$ cat config.mk
export PLATFORM = sky130hd
export DESIGN_NAME = imem_loader
export DESIGN_NICKNAME = d
export VERILOG_FILES = /design/src/rtl/loader_pkg.sv /design/src/rtl/byte_packer.sv /design/src/rtl/imem_loader.sv
export SDC_FILE = /design/constraint.sdc
export NUM_CORES = 1
export LEC_CHECK = 0
export CAP_MARGIN = 5
export CORE_MARGIN = 2
export CORE_UTILIZATION = 45
export CTS_CLUSTER_DIAMETER = 150
export DETAILED_ROUTE_END_ITERATION = 8
export PLACE_DENSITY_LB_ADDON = 0.12
export SLEW_MARGIN = 20
export SYNTH_ARGS = -nofsm -noshare
export SYNTH_HDL_FRONTEND = slang
export SYNTH_SLANG_ARGS = --single-unit
$ cat constraint.sdc
create_clock -name clk -period 4 [get_ports clk]
set_input_delay 1.2 -clock clk [delete_from_list [all_inputs] [get_ports clk]]
set_output_delay 1.2 -clock clk [all_outputs]
set_load 0.1 [all_outputs]
$ cat src/rtl/loader_pkg.sv
`default_nettype none
// ============================================================================
// Module   : loader_pkg
// Brief    : Shared state encoding and default sizing for the IMEM boot loader.
// Revision : 1.0 - initial release
// ============================================================================
package loader_pkg;

    localparam int LOADER_DEPTH  = 64;
    localparam int LOADER_ADDR_W = 6;

    typedef enum logic [2:0] {
        IDLE   = 3'd0,
        LEN_LO = 3'd1,
        LEN_HI = 3'd2,
        DATA   = 3'd3,
        WRITE  = 3'd4,
        DRAIN  = 3'd5,
        DONE   = 3'd6
    } loader_state_e;

    // States in which the loader consumes stream bytes.
    function automatic logic is_byte_state(input loader_state_e s);
        return (s == LEN_LO) || (s == LEN_HI) || (s == DATA) || (s == DRAIN);
    endfunction

endpackage
`default_nettype wire

$ cat src/rtl/byte_packer.sv
`default_nettype none
// ============================================================================
// Module   : byte_packer
// Brief    : Shifts bytes into a little-endian 32-bit word (first byte lands in [7:0]).
// Revision : 1.0 - initial release
// ============================================================================
module byte_packer (
    input  logic        clk,
    input  logic        rst,
    input  logic        clear_i,
    input  logic        load_i,
    input  logic [7:0]  byte_i,
    output logic [31:0] word_o,
    output logic        word_full_o
);

    logic [1:0]  idx_q;
    logic [31:0] word_q;

    always_ff @(posedge clk) begin
        if (rst || clear_i) begin
            idx_q  <= 2'd0;
            word_q <= 32'd0;
        end else if (load_i) begin
            idx_q  <= idx_q + 2'd1;
            word_q <= {byte_i, word_q[31:8]};
        end
    end

    // Asserted alongside the byte that completes the word.
    assign word_full_o = load_i && (idx_q == 2'd3);
    assign word_o      = word_q;

endmodule
`default_nettype wire

$ cat src/rtl/imem_loader.sv
`default_nettype none
// ============================================================================
// Module   : imem_loader
// Brief    : Boot-time loader: length-prefixed byte stream -> sequential IMEM words.
// Revision : 1.0 - initial release
// ============================================================================
module imem_loader
    import loader_pkg::*;
#(
    parameter int ADDR_W = LOADER_ADDR_W,
    parameter int DEPTH  = LOADER_DEPTH
) (
    input  logic              clk,
    input  logic              rst,
    input  logic              start,
    input  logic              byte_valid,
    input  logic [7:0]        byte_data,
    output logic              byte_ready,
    output logic              imem_we,
    output logic [ADDR_W-1:0] imem_waddr,
    output logic [31:0]       imem_wdata,
    output logic              core_hold,
    output logic              done,
    output logic              err_overflow,
    output logic [ADDR_W:0]   word_count
);

    localparam logic [15:0]   c_DEPTH_LEN = 16'(DEPTH);
    localparam logic [ADDR_W:0] c_DEPTH_CNT = (ADDR_W + 1)'(DEPTH);
    localparam logic [ADDR_W:0] c_CNT_ONE   = (ADDR_W + 1)'(1);

    loader_state_e   state_q, state_d;
    logic [7:0]      len_lo_q, len_lo_d;
    logic [ADDR_W:0] limit_q, limit_d;
    logic [15:0]     discard_q, discard_d;
    logic [ADDR_W:0] cnt_q, cnt_d;
    logic            err_q, err_d;

    logic            w_xfer;
    logic [15:0]     w_len;
    logic [ADDR_W:0] w_cnt_inc;
    logic            w_pk_load;
    logic            w_pk_clear;
    logic            w_pk_full;
    logic [31:0]     w_pk_word;

    assign w_xfer    = byte_valid && is_byte_state(state_q);
    assign w_len     = {byte_data, len_lo_q};
    assign w_cnt_inc = cnt_q + c_CNT_ONE;

    byte_packer u_packer (
        .clk         (clk),
        .rst         (rst),
        .clear_i     (w_pk_clear),
        .load_i      (w_pk_load),
        .byte_i      (byte_data),
        .word_o      (w_pk_word),
        .word_full_o (w_pk_full)
    );

    always_ff @(posedge clk) begin
        if (rst) begin
            state_q   <= IDLE;
            len_lo_q  <= 8'd0;
            limit_q   <= '0;
            discard_q <= 16'd0;
            cnt_q     <= '0;
            err_q     <= 1'b0;
        end else begin
            state_q   <= state_d;
            len_lo_q  <= len_lo_d;
            limit_q   <= limit_d;
            discard_q <= discard_d;
            cnt_q     <= cnt_d;
            err_q     <= err_d;
        end
    end

    always_comb begin
        state_d    = state_q;
        len_lo_d   = len_lo_q;
        limit_d    = limit_q;
        discard_d  = discard_q;
        cnt_d      = cnt_q;
        err_d      = err_q;
        w_pk_load  = 1'b0;
        w_pk_clear = 1'b0;

        case (state_q)
            IDLE, DONE: begin
                if (start) begin
                    state_d    = LEN_LO;
                    cnt_d      = '0;
                    err_d      = 1'b0;
                    discard_d  = 16'd0;
                    w_pk_clear = 1'b1;
                end
            end
            LEN_LO: begin
                if (w_xfer) begin
                    len_lo_d = byte_data;
                    state_d  = LEN_HI;
                end
            end
            LEN_HI: begin
                if (w_xfer) begin
                    if (w_len == 16'd0) begin
                        state_d = DONE;
                    end else if (w_len > c_DEPTH_LEN) begin
                        // Oversized image: fill IMEM, then swallow the excess words.
                        err_d     = 1'b1;
                        limit_d   = c_DEPTH_CNT;
                        discard_d = w_len - c_DEPTH_LEN;
                        state_d   = DATA;
                    end else begin
                        limit_d   = w_len[ADDR_W:0];
                        discard_d = 16'd0;
                        state_d   = DATA;
                    end
                end
            end
            DATA: begin
                w_pk_load = w_xfer;
                if (w_pk_full) begin
                    state_d = WRITE;
                end
            end
            WRITE: begin
                if (cnt_q != c_DEPTH_CNT) begin
                    cnt_d = w_cnt_inc;
                end
                if (w_cnt_inc < limit_q) begin
                    state_d = DATA;
                end else if (discard_q != 16'd0) begin
                    state_d = DRAIN;
                end else begin
                    state_d = DONE;
                end
            end
            DRAIN: begin
                w_pk_load = w_xfer;
                if (w_pk_full) begin
                    discard_d = discard_q - 16'd1;
                    if (discard_q == 16'd1) begin
                        state_d = DONE;
                    end
                end
            end
            default: begin
                state_d = IDLE;
            end
        endcase
    end

    assign byte_ready   = is_byte_state(state_q);
    assign imem_we      = (state_q == WRITE);
    assign imem_waddr   = cnt_q[ADDR_W-1:0];
    assign imem_wdata   = w_pk_word;
    assign core_hold    = (state_q != DONE);
    assign done         = (state_q == DONE);
    assign err_overflow = err_q;
    assign word_count   = cnt_q;

endmodule
`default_nettype wire

======== Word level (Yosys, flattened, before mapping) ========
Cells that the tools add are included.
cells by class
  add/subtract/negate cells ............... 4
  muxes and demuxes ....................... 28
  $lt $le $gt $ge ......................... 2
  equality and inequality tests ........... 19
  reduce and logical (&&, ||, !) cells .... 20
  bitwise gates (word level) .............. 1
operators by type and width
  cell                     number
  $mux W16                 5
  $pmux W16 S3             1
  $mux W3                  8
  $mux W7                  3
  $pmux W3 S6              1
  $eq A16 B1 Y1 const B    1
  $gt A16 B7 Y1 const B    1
  $logic_not A16 Y1        1
  $reduce_bool A16 Y1      1
  $sub A16 B1 Y16 const B  1
  $sub A16 B7 Y16 const B  1
  $pmux W7 S2              1
  $ne A2 B1 Y1 const B     5
  $reduce_and A5 Y1        2
  $eq A3 B3 Y1 const B     3
  $ne A2 B2 Y1 const B     4
  $add A7 B1 Y7 const B    1
  $lt A7 B7 Y1             1
  $mux W1                  7
  $ne A7 B7 Y1 const B     1
  $eq A3 B2 Y1 const B     2
  $reduce_and A3 Y1        2
  $reduce_and A6 Y1        1
  $logic_or A1 B1 Y1       4
  13 further kinds         16
word-level totals
  input port bits ......................... 12
  register bits ........................... 76

======== Longest topological paths before layout ========
Gate-level depths: netlist of the first run.
  word-level depth ........................ 9
  depth in mapped cells ................... 10
  mapped depth without buffers ............ 10

======== Hierarchy ========
A second synthesis of the first run with hierarchy kept.
second synthesis, totals
  cells, all modules ...................... 470
  area total of the unflattened synthesis .. 4026.4 um^2
modules (own cells, without submodules)
  module       sequential area each (um^2)  cells an instance  instances  area an instance (um^2)
  imem_loader  840.8                        357                1          2750.1
  byte_packer  680.7                        113                1          1276.2

======== Least setup slack after synthesis of the first run ========
OpenSTA, ideal clock, no wires.
  path kind ............................... register -> output
  start ................................... reg state_q[2]
  end ..................................... out done
  required time ........................... 2.800 ns
  arrival ................................. 2.147 ns
  slack ................................... 0.653 ns
  stages on the path, launching flop included .. 4
  buffers on the path ..................... 1
  cells stage by stage .................... dfxtp_1 buf_1 nand2_1 inv_1
on the way
  longest elaborated chain between the ends .. 1
RTL lines
  item                    line                source
  start, declared         imem_loader.sv:32   loader_state_e state_q, state_d;
  start signal, assigned  imem_loader.sv:70   state_q <= state_d;
  $eq A3 B3 Y1            imem_loader.sv:160  assign done = (state_q == DONE);
  end, declared           imem_loader.sv:23   output logic done,
Every way passes these cells.

======== Final worst setup path of the first run ========
  start ................................... in byte_data[1]
  end ..................................... reg discard_q[9]
on the way
  longest elaborated chain between the ends .. 5
RTL lines
  item                                                     line                                    source
  start, declared                                          imem_loader.sv:17                       input logic [7:0] byte_data,
  $sub A16 B7 Y16 / $gt A16 B7 Y1 (equally long branches)  imem_loader.sv:113, imem_loader.sv:109
  $mux W16                                                 imem_loader.sv:109                      end else if (w_len > c_DEPTH_LEN) begin
  $mux W16                                                 imem_loader.sv:107                      if (w_len == 16'd0) begin
  $mux W16                                                 imem_loader.sv:106                      if (w_xfer) begin
  $pmux W16 S3                                             imem_loader.sv:89                       case (state_q)
  end signal, assigned                                     imem_loader.sv:73                       discard_q <= discard_d;
  end, declared                                            imem_loader.sv:35                       logic [15:0] discard_q, discard_d;
Parallel ways exist; a longest one is shown, timed or not. The select of a mux whose other input is x is not followed.
A chain may end at the register's enable or synchronous reset.

==> out/qor.csv, run 1 <==
stage;metric;value;unit
setup_path;start_kind;primary input;
hold_path;hold_path.class;flop to flop;
synthesis;yosysSeqAreaShare;38.5;%
clock_tree;ctsRootBufferMaster;clkbuf_8;
timing;fin_crit;3.27;ns
synthesis;synth_cell_types;60;
synthesis;synth.top_cells.by_count;nand2_1 (102), dfxtp_1 (76), a21oi_1 (68), nor2_1 (27), clkbuf_1 (21);
placed_design;dp.cells;650;
clock_tree;cts_setup_buffers;0;
setup_path;reg2reg_from;word_count[0];
placed_design;port-buffer-count;61;
final_layout;finalNonFillerCells;665;
timing;slew_viol_final;0;
power_and_ir_drop;power_frac_clock;24.1;%
power_and_ir_drop;total_power;2370;uW
placed_design;dpl-instance-area;0.00457;mm2
synthesis;synth_edf_count;0;
clock_tree;worstSkewPairLatency;0.35;ns
timing;fmax;306;MHz
power_and_ir_drop;p_leak;0.00166;uW
setup_path;crit_path_cell_trace;clkdlybuf4s50_1 -> nor4_1 -> nand4_1 -> o22ai_2 -> buf_4 -> a211oi_1 -> a221oi_1;
setup_path;path_delay_family;simple AND/OR/NAND/NOR gates;
die;die_h;97.7;um
die;rows;34;
global_route;grt_remaining_overflow;0;
power_and_ir_drop;netSwitchingFraction;41.9;%
setup_path;slowest_delay;0.61;ns
die;start_util;45.8;%
timing;tns;0;ns
setup_path;worstSetupPathType;primary input to flop;
timing;rsz0062_at_grt;false;
clock_tree;cts_sinks;76;
final_layout;nets;579;
run_status;status;completed;
synthesis;syn_inst;505;
synthesis;syn-num-nets;531;
clock_tree;cts.reportedPaths.clkPinSlew;0.07;ns
timing;fin_skew;0.00767;ns
die;dieArea;0.00955;mm2
final_layout;drive_gt1_share;8.80;%
synthesis;synth_top_area_share;38.5;%
power_and_ir_drop;ir_drop;0.233;mV
global_route;grt_usage;21.7;%
die;pin_count;62;
clock_tree;ctsResizeCount;0;
global_route;grt_max_degree;36;
setup_path;end_kind;flop;
synthesis;synth-adder-area-share;4.43;%
placed_design;dp_hpwl;7450;um
synthesis;synth_warnings;0;
synthesis;synth_compound_area_share;23.9;%
final_layout;diodes;0;
global_route;grt_pass1_wl;17100;um
job;drv_cap;0;
setup_path;reg2reg_depth;10;
synthesis;ys.flop_type;dfxtp_1;
setup_path;crit_arrival;3.51;ns
setup_path;required;4.24;ns
setup_path;cpMaxStageDelayCell;nor4_1;
clock_tree;cts-buffers-inserted;9;
synthesis;synth-simple-area-share;23.8;%
clock_tree;clock_path_buffers;2;
power_and_ir_drop;seqPwrFrac;37.5;%
clock_tree;hold_buffers;0;
detailed_routing;ant_nets;0;
timing;tightest_slew;0.993;ns
detailed_routing;wl_per_cell;15.5;um
setup_path;crit_cells;7;
final_layout;design_area;0.00475;mm2
synthesis;yosys-top-cells-area;dfxtp_1 (38%), nand2_1 (9.7%), a21oi_1 (8.6%);
detailed_routing;wl;10300;um
clock_tree;cts_tree;built;
setup_path;reg2reg_slack;1.43;ns
setup_path;path_buf_inv;2;
setup_path;path_max_fanout;26;
detailed_routing;vias;3776;
synthesis;synth_top_family_by_area;compound AO/OA/AOI/OAI gates;
synthesis;ys_ff_latch;76;
timing;hold_viol_final;0;
final_layout;syn2layout_area_growth;20.3;%
detailed_routing;first_pass_iters;5;
global_route;grt_pass1_vias;3470;
power_and_ir_drop;switching_power;993;uW
power_and_ir_drop;combPwrFrac;38.4;%
synthesis;mappedNetlistArea;0.00395;mm2
detailed_routing;drcViolationCount;0;
synthesis;synth_top_cell_by_area;dfxtp_1;
synthesis;avgSynthCellArea;7.83;um2
power_and_ir_drop;powerDensity;499;mW/mm2
die;core-area;0.00864;mm2
setup_path;crit-reg2reg-capture;state_q[0];
timing;slew_headroom;33.6;%
power_and_ir_drop;p_int;1380;uW
global_route;antenna_found_initial;0;
final_layout;fillerInstances;811;
hold_path;whs_path_depth;2;
timing;layout_worst_path_cycle_share;81.8;%
placed_design;place.gp.congestion;0.896;
synthesis;ys_async_sr_fraction;0;%
detailed_routing;viasPerCell;5.68;
setup_path;cp-startpoint;byte_data[1];
synthesis;synth-xor-area-share;3.32;%
synthesis;synth.most_common_cell;nand2_1;
setup_path;cp-endpoint;discard_q[9];
clock_tree;h-tree-depth;3;
synthesis;yosys-mux-area-fraction;0;%
timing;setup_violations;0;
detailed_routing;drt-initial-drc-count;226;
die;die_w;97.7;um
-- layout by cell type (no fill, tap or decap), drive strengths merged, types with 6 or more instances in the layout --
cell type | synthesis | routed
clkbuf | 21 | 9
dfxtp | 76 | 76
a21oi | 68 | 68
a22oi | 8 | 8
nand2 | 102 | 102
nor3 | 11 | 11
nand3 | 15 | 15
buf | 12 | 25
xnor2 | 9 | 9
inv | 21 | 22
o211ai | 7 | 7
ha | 14 | 14
clkdlybuf4s50 | 0 | 45
o21ai | 17 | 17
nor4 | 8 | 8
nor2 | 27 | 27
xor2 | 6 | 6
nand2b | 6 | 6
-- flip-flops by register name (all words and copies together), names as in the netlist --
signal	count
u_packer.word_o	32
u_packer.idx_q	2
word_count	7
state_q	3
limit_q	7
discard_q	16
len_lo_q	8
err_overflow	1
-- cells by family after synthesis --
family / after synthesis
and+or+nand+nor: 200
buffers and inverters: 54
DFF: 76
AOI/OAI and AO/OA: 146
xor gates and xnor gates: 15
adders and majority gates: 14
-- metal layers --
metal / track usage [%] / wire (um) / up-vias
li1: - / - / 1892
met1: 29.5 / 4750 / 1771
met2: 34.9 / 4860 / 102
met3: 4.24 / 551 / 11
met4: 6.73 / 141 / 0
met5: 0 / 0 / -
-- cell type report --
class | count | area (um2) | area share, %
clock buffer | 9 | 124 | 2.61
clock inverter | 6 | 63.8 | 1.34
inverter | 21 | 78.8 | 1.66
multi-input combinational | 375 | 2190 | 46.1
sequential | 76 | 1520 | 32.0
tap | 108 | 135 | 2.84
timing repair buffer | 70 | 638 | 13.4
-- worst min-delay path by stage --
stage | startpoint | to | slack [ns]
floorplan | u_packer.idx_q[1] | u_packer.idx_q[1] | 0.44
global placement | u_packer.word_o[5] | u_packer.word_o[5] | 0.44
detailed placement | u_packer.word_o[7] | u_packer.word_o[7] | 0.45
CTS | u_packer.word_o[2] | u_packer.word_o[2] | 0.46
global route | u_packer.idx_q[1] | u_packer.idx_q[1] | 0.49
finish | u_packer.word_o[2] | u_packer.word_o[2] | 0.46
-- metrics by stage --
stage | setup slack (ns) | hold WS, ns | utilization, %
2_1_floorplan | 0.653 | 0.440 | -
3_3_place_gp | 0.512 | 0.443 | 52.9
3_5_place_dp | 0.409 | 0.449 | 52.9
4_1_cts | 0.781 | 0.458 | 55.0
5_1_grt | 0.551 | 0.486 | 55.0
6_report | 0.728 | 0.456 | 55.0
-- worst min-delay path: cells and delay by family (launching register included) --
| family | cells | cell delay (ns) |
|---|---|---|
| AOI/OAI and AO/OA | 1 | 0.05 |
| DFF | 1 | 0.31 |
| and+or+nand+nor | 1 | 0.05 |
-- power by group through the flow --
stage               combinational, uW  clock, uW  sequential [uW]
CTS                               901        589              887
global route                      984        620              899
detailed placement                898          0              905
global placement                  889          0              904
floorplan                         679          0              913
finish                            911        572              888
(Power assumes the default switching activity.)
==> run 2, diff against run 1 <==
==> constraint.sdc (replaced) <==
create_clock -name clk -period 2.9 [get_ports clk]
set_input_delay 0.87 -clock clk [delete_from_list [all_inputs] [get_ports clk]]
set_output_delay 0.87 -clock clk [all_outputs]
set_load 0.1 [all_outputs]
==> run 2 against run 1 <==
Die area stayed put. Core utilization up 1.6 points. Global-route usage is 0.73 points higher. Via count increased by 3.3%. Power is 48% higher. Clock skew is 0.0024 ns higher. Register-to-register slack lost 1.0 ns. Combinational power rose by 51%. Critical path depth fell by 3. Critical path type is now flop to output pin. Sequential power increased by 39%. Clock power is 59% higher.
==> out/qor.csv, run 2 (synthesized netlist as in run 1, its figures left out) <==
stage;metric;value;unit
run_status;status;completed;
final_layout;syn2layout_area_growth;23.6;%
global_route;grt_usage;22.4;%
setup_path;crit_arrival;1.88;ns
detailed_routing;viasPerCell;5.71;
clock_tree;cts_tree;built;
timing;slew_headroom;47.4;%
power_and_ir_drop;ir_drop;0.356;mV
detailed_routing;first_pass_iters;5;
final_layout;largest_reg_flops;32;
timing;slew_viol_final;0;
hold_path;hold_start;u_packer.word_o[2];
placed_design;pre_cts_slack;0.0840;ns
clock_tree;cts-buffers-inserted;9;
clock_tree;worstSkewPairLatency;0.35;ns
global_route;grt_pass1_vias;3585;
clock_tree;ctsResizeCount;0;
timing;tightest_slew;0.781;ns
die;start_util;45.8;%
timing;fin_skew;0.0101;ns
die;dieArea;0.00955;mm2
timing;rsz0062_at_grt;false;
clock_tree;ctsRootBufferMaster;clkbuf_8;
timing;fin_crit;2.75;ns
final_layout;design_area;0.00489;mm2
timing;hold_viol_final;0;
setup_path;reg2reg_slack;0.41;ns
detailed_routing;wl_per_cell;15.3;um
clock_tree;cts.reportedPaths.clkPinSlew;0.08;ns
global_route;grt_max_degree;36;
job;drv_cap;0;
timing;setup_violations;0;
timing;setup_ws;0.150;ns
clock_tree;hold_buffers;0;
placed_design;port-buffer-count;61;
final_layout;drive_gt1_share;18.1;%
final_layout;final_common_cell;nand2_1;
setup_path;end_kind;output pin;
die;rows;34;
setup_path;required;2.03;ns
hold_path;min_to;u_packer.word_o[2];
detailed_routing;drcViolationCount;0;
timing;fmax;364;MHz
die;core-area;0.00864;mm2
hold_path;hold_path.class;flop to flop;
die;pin_count;62;
clock_tree;h-tree-depth;3;
timing;tns;0;ns
final_layout;final_cell_mix;nand2_1 (102), dfxtp_1 (74), buf_4 (72);
timing;layout_worst_path_cycle_share;94.8;%
global_route;grt_remaining_overflow;0;
clock_tree;cts_sinks;76;
timing;worst_hold_slack;0.462;ns
setup_path;path_max_fanout;13;
setup_path;crit-reg2reg-capture;state_q[0];
clock_tree;cts_setup_buffers;0;
global_route;antenna_found_initial;0;
global_route;grt_pass1_wl;17600;um
placed_design;place.gp.congestion;0.859;
setup_path;worstSetupPathType;flop to output pin;
power_and_ir_drop;p_leak;0.00183;uW
placed_design;dp_hpwl;7620;um
power_and_ir_drop;powerDensity;720;mW/mm2
placed_design;dpl-instance-area;0.00466;mm2
final_layout;diodes;0;
detailed_routing;ant_nets;0;
final_layout;nets;596;
setup_path;reg2reg_depth;10;
detailed_routing;vias;3900;
die;die_w;97.7;um
detailed_routing;wl;10500;um
clock_tree;clock_path_buffers;2;
detailed_routing;drt-initial-drc-count;239;
hold_path;whs_path_depth;2;
setup_path;reg2reg_from;word_count[0];
setup_path;start_kind;flop;
die;die_h;97.7;um
run 2: area by class of cell:
cell class / count / area [um2]
clock buffers: 9 / 124
well taps: 108 / 135
repair buffers: 87 / 731
fillers: 808 / 3750
clock inverters: 7 / 98.8
flip-flops and latches: 76 / 1520
inverters: 21 / 82.6
multi-input cells: 375 / 2190
run 2: worst max-delay path by stage:
stage / from / endpoint / slack (ns) / cells after the start
after detailed placement: byte_data[0] / discard_q[4] / 0.08 / 8
after global placement: byte_data[1] / discard_q[4] / 0.1 / 8
after CTS: state_q[0] / imem_we / 0.17 / 4
final: state_q[0] / imem_we / 0.15 / 4
after floorplan: state_q[2] / done / 0.02 / 3
after global routing: state_q[0] / imem_we / 0.04 / 4
run 2: metrics by stage:
stage	utilization [%]	power (uW)	std cells
2_1_floorplan	-	2200	505
3_3_place_gp	54.0	2590	667
3_5_place_dp	54.0	2620	667
4_1_cts	56.6	3520	683
5_1_grt	56.6	3720	683
6_report	56.6	3520	683
run 2: routing by layer:
metal	up-vias	routed length, um	track usage, %
met5	-	0	0
met4	0	181	7.05
met3	16	654	5.18
met2	115	4920	36.2
met1	1845	4710	29.9
li1	1924	-	-
run 2: where the power goes:
group,switching [uW],leakage (uW),internal (uW)
combinational,895,0.00111,489
clock,422,0.000110,489
sequential,111,0.000615,1110
total,1430,0.00183,2090
run 2: critical path, cell delays in order, from the launching register on:
cell	delay, ns
dfxtp_1	0.59
inv_1	0.26
nand3_1	0.26
inv_1	0.19
buf_12	0.21
==> run 3, diff against run 2 <==
==> constraint.sdc (replaced) <==
create_clock -name clk -period 2.9 [get_ports clk]
set_input_delay 0.87 -clock clk [delete_from_list [all_inputs] [get_ports clk]]
set_output_delay 0.87 -clock clk [all_outputs]
set_load 0.005 [all_outputs]
==> run 3 against run 2 <==
Sequential power about the same. First-iteration DRC count up 10%. Maximum frequency up 1.9%. Sequential share of layout area down 0.80 points. Critical path type unchanged. Largest cell class unchanged.
==> out/qor.csv, run 3 (synthesized netlist as in run 1, its figures left out) <==
stage;metric;value;unit
timing;rsz0062_at_grt;false;
timing;tns;0;ns
detailed_routing;wl_per_cell;15.8;um
timing;slew_viol_final;0;
detailed_routing;drt-initial-drc-count;264;
job;drv_cap;0;
global_route;grt_remaining_overflow;0;
detailed_routing;drcViolationCount;0;
die;pin_count;62;
global_route;grt_pass1_vias;3643;
timing;fmax;370;MHz
timing;tightest_slew;0.764;ns
final_layout;largest_reg_flops;32;
placed_design;port-buffer-count;61;
run_status;status;completed;
final_layout;nets;599;
clock_tree;h-tree-depth;3;
detailed_routing;first_pass_iters;6;
timing;fin_crit;2.70;ns
setup_path;slowest_delay;0.52;ns
die;die_w;97.7;um
setup_path;crit_arrival;1.83;ns
setup_path;crit-reg2reg-capture;state_q[0];
setup_path;reg2reg_depth;10;
setup_path;cp-startpoint;state_q[0];
clock_tree;cts.reportedPaths.clkPinSlew;0.08;ns
hold_path;whs_path_depth;2;
setup_path;start_kind;flop;
die;rows;34;
global_route;antenna_found_initial;0;
setup_path;worstSetupPathType;flop to output pin;
hold_path;hold_path.class;flop to flop;
power_and_ir_drop;netSwitchingFraction;37.6;%
power_and_ir_drop;seqPwrFrac;35.6;%
timing;hold_viol_final;0;
hold_path;hold_start;u_packer.word_o[6];
global_route;grt_usage;23.1;%
setup_path;required;2.03;ns
die;core-area;0.00864;mm2
placed_design;place.gp.congestion;0.878;
final_layout;diodes;0;
die;die_h;97.7;um
setup_path;path_delay_family;buffers and inverters;
clock_tree;cts_sinks;76;
final_layout;drive_gt1_share;9.69;%
global_route;grt_pass1_wl;18100;um
clock_tree;cts-buffers-inserted;9;
hold_path;min_to;u_packer.word_o[6];
setup_path;end_kind;output pin;
setup_path;reg2reg_from;word_count[1];
timing;worst_hold_slack;0.459;ns
clock_tree;hold_buffers;0;
timing;fin_skew;0.00784;ns
final_layout;syn2layout_area_growth;26.8;%
setup_path;cpMaxStageDelayCell;clkdlybuf4s50_1;
clock_tree;cts_tree;built;
detailed_routing;viasPerCell;5.70;
clock_tree;worstSkewPairLatency;0.35;ns
power_and_ir_drop;ir_drop;0.319;mV
detailed_routing;ant_nets;0;
final_layout;finish.utilization;58.0;%
setup_path;crit_path_cell_trace;inv_1 -> nand3_1 -> inv_2 -> clkdlybuf4s50_1;
power_and_ir_drop;p_leak;0.00176;uW
power_and_ir_drop;power_frac_clock;28.0;%
final_layout;final_cell_mix;nand2_1 (102), dfxtp_1 (75), a21oi_1 (68);
power_and_ir_drop;p_int;2100;uW
detailed_routing;vias;3913;
power_and_ir_drop;switching_power;1270;uW
final_layout;final_common_cell;nand2_1;
power_and_ir_drop;powerDensity;672;mW/mm2
clock_tree;ctsRootBufferMaster;clkbuf_8;
setup_path;reg2reg_slack;0.37;ns
placed_design;dp_hpwl;7860;um
global_route;grt_max_degree;36;
die;start_util;45.8;%
detailed_routing;wl;10900;um
die;dieArea;0.00955;mm2
power_and_ir_drop;combPwrFrac;36.4;%
timing;setup_violations;0;
timing;layout_worst_path_cycle_share;93.1;%
clock_tree;clock_path_buffers;2;
setup_path;path_max_fanout;8;
timing;slew_headroom;48.6;%
setup_path;path_buf_inv;3;
==> run 3: cell types whose count changed in the layout (fill, tap and decap cells not counted), sizes merged <==
| cell | previous run | this run |
|---|---|---|
| clkinvlp | 2 | 0 |
| clkinv | 3 | 2 |
| buf | 76 | 29 |
| clkdlybuf4s50 | 11 | 61 |
| inv | 21 | 24 |
==> run 3: area by class of cell <==
class                           count  area, um2
Clock inverter                      7        106
Inverter                           21       78.8
Fill cell                         800       3620
Clock buffer                        9        124
Sequential cell                    76       1520
Timing Repair Buffer               90        853
Multi-Input combinational cell    375       2190
Tap cell                          108        135
==> run 3: timing repair <==
| item | 4_1_cts | 5_1_grt |
|---|---|---|
| resized for setup | 0 | 2 |
| endpoints found under the setup margin | 0 | 2 |
| buffers inserted | 0 | 0 |
==> run 3: routing by layer <==
layer | vias to the layer above | routed length (um) | global-route usage [%]
li1 | 1922 | - | -
met1 | 1838 | 4920 | 30.3
met2 | 134 | 5070 | 37.4
met3 | 19 | 682 | 5.40
met4 | 0 | 187 | 7.80
met5 | - | 0 | 0
==> run 3: power by group through the flow <==
| stage | Sequential, uW | Clock [uW] | Combinational (uW) |
|---|---|---|---|
| 6_report | 1200 | 944 | 1230 |
| 5_1_grt | 1210 | 1010 | 1340 |
| 4_1_cts | 1200 | 960 | 1210 |
| 3_5_place_dp | 1220 | 0 | 1200 |
| 3_3_place_gp | 1220 | 0 | 1180 |
| 2_1_floorplan | 1190 | 0 | 822 |
==> run 3: tightest hold or removal path, stage by stage (launching register included) <==
cell and delay, ns:
dfxtp_1 0.32, nand2_1 0.05, a21oi_1 0.05
==> run 3: how the worst max path moves through the flow <==
| stage | slack (ns) | end | cells after the start |
|---|---|---|---|
| detailed placement | 0.07 | discard_q[5] | 8 |
| floorplan | 0.37 | discard_q[10] | 7 |
| global placement | 0.1 | discard_q[4] | 8 |
| CTS | 0.10 | done | 4 |
| finish | 0.20 | imem_we | 4 |
| global route | 0.03 | imem_we | 4 |
==> run 3: stage by stage <==
| step | setup WS (ns) | instances | area [um2] | power [uW] |
|---|---|---|---|---|
| after floorplan | 0.374 | 505 | 3950 | 2010 |
| after global placement | 0.0963 | 670 | 4780 | 2400 |
| after detailed placement | 0.0695 | 670 | 4780 | 2420 |
| after CTS | 0.101 | 686 | 5010 | 3370 |
| after global routing | 0.0328 | 686 | 5010 | 3560 |
| final | 0.200 | 686 | 5010 | 3370 |
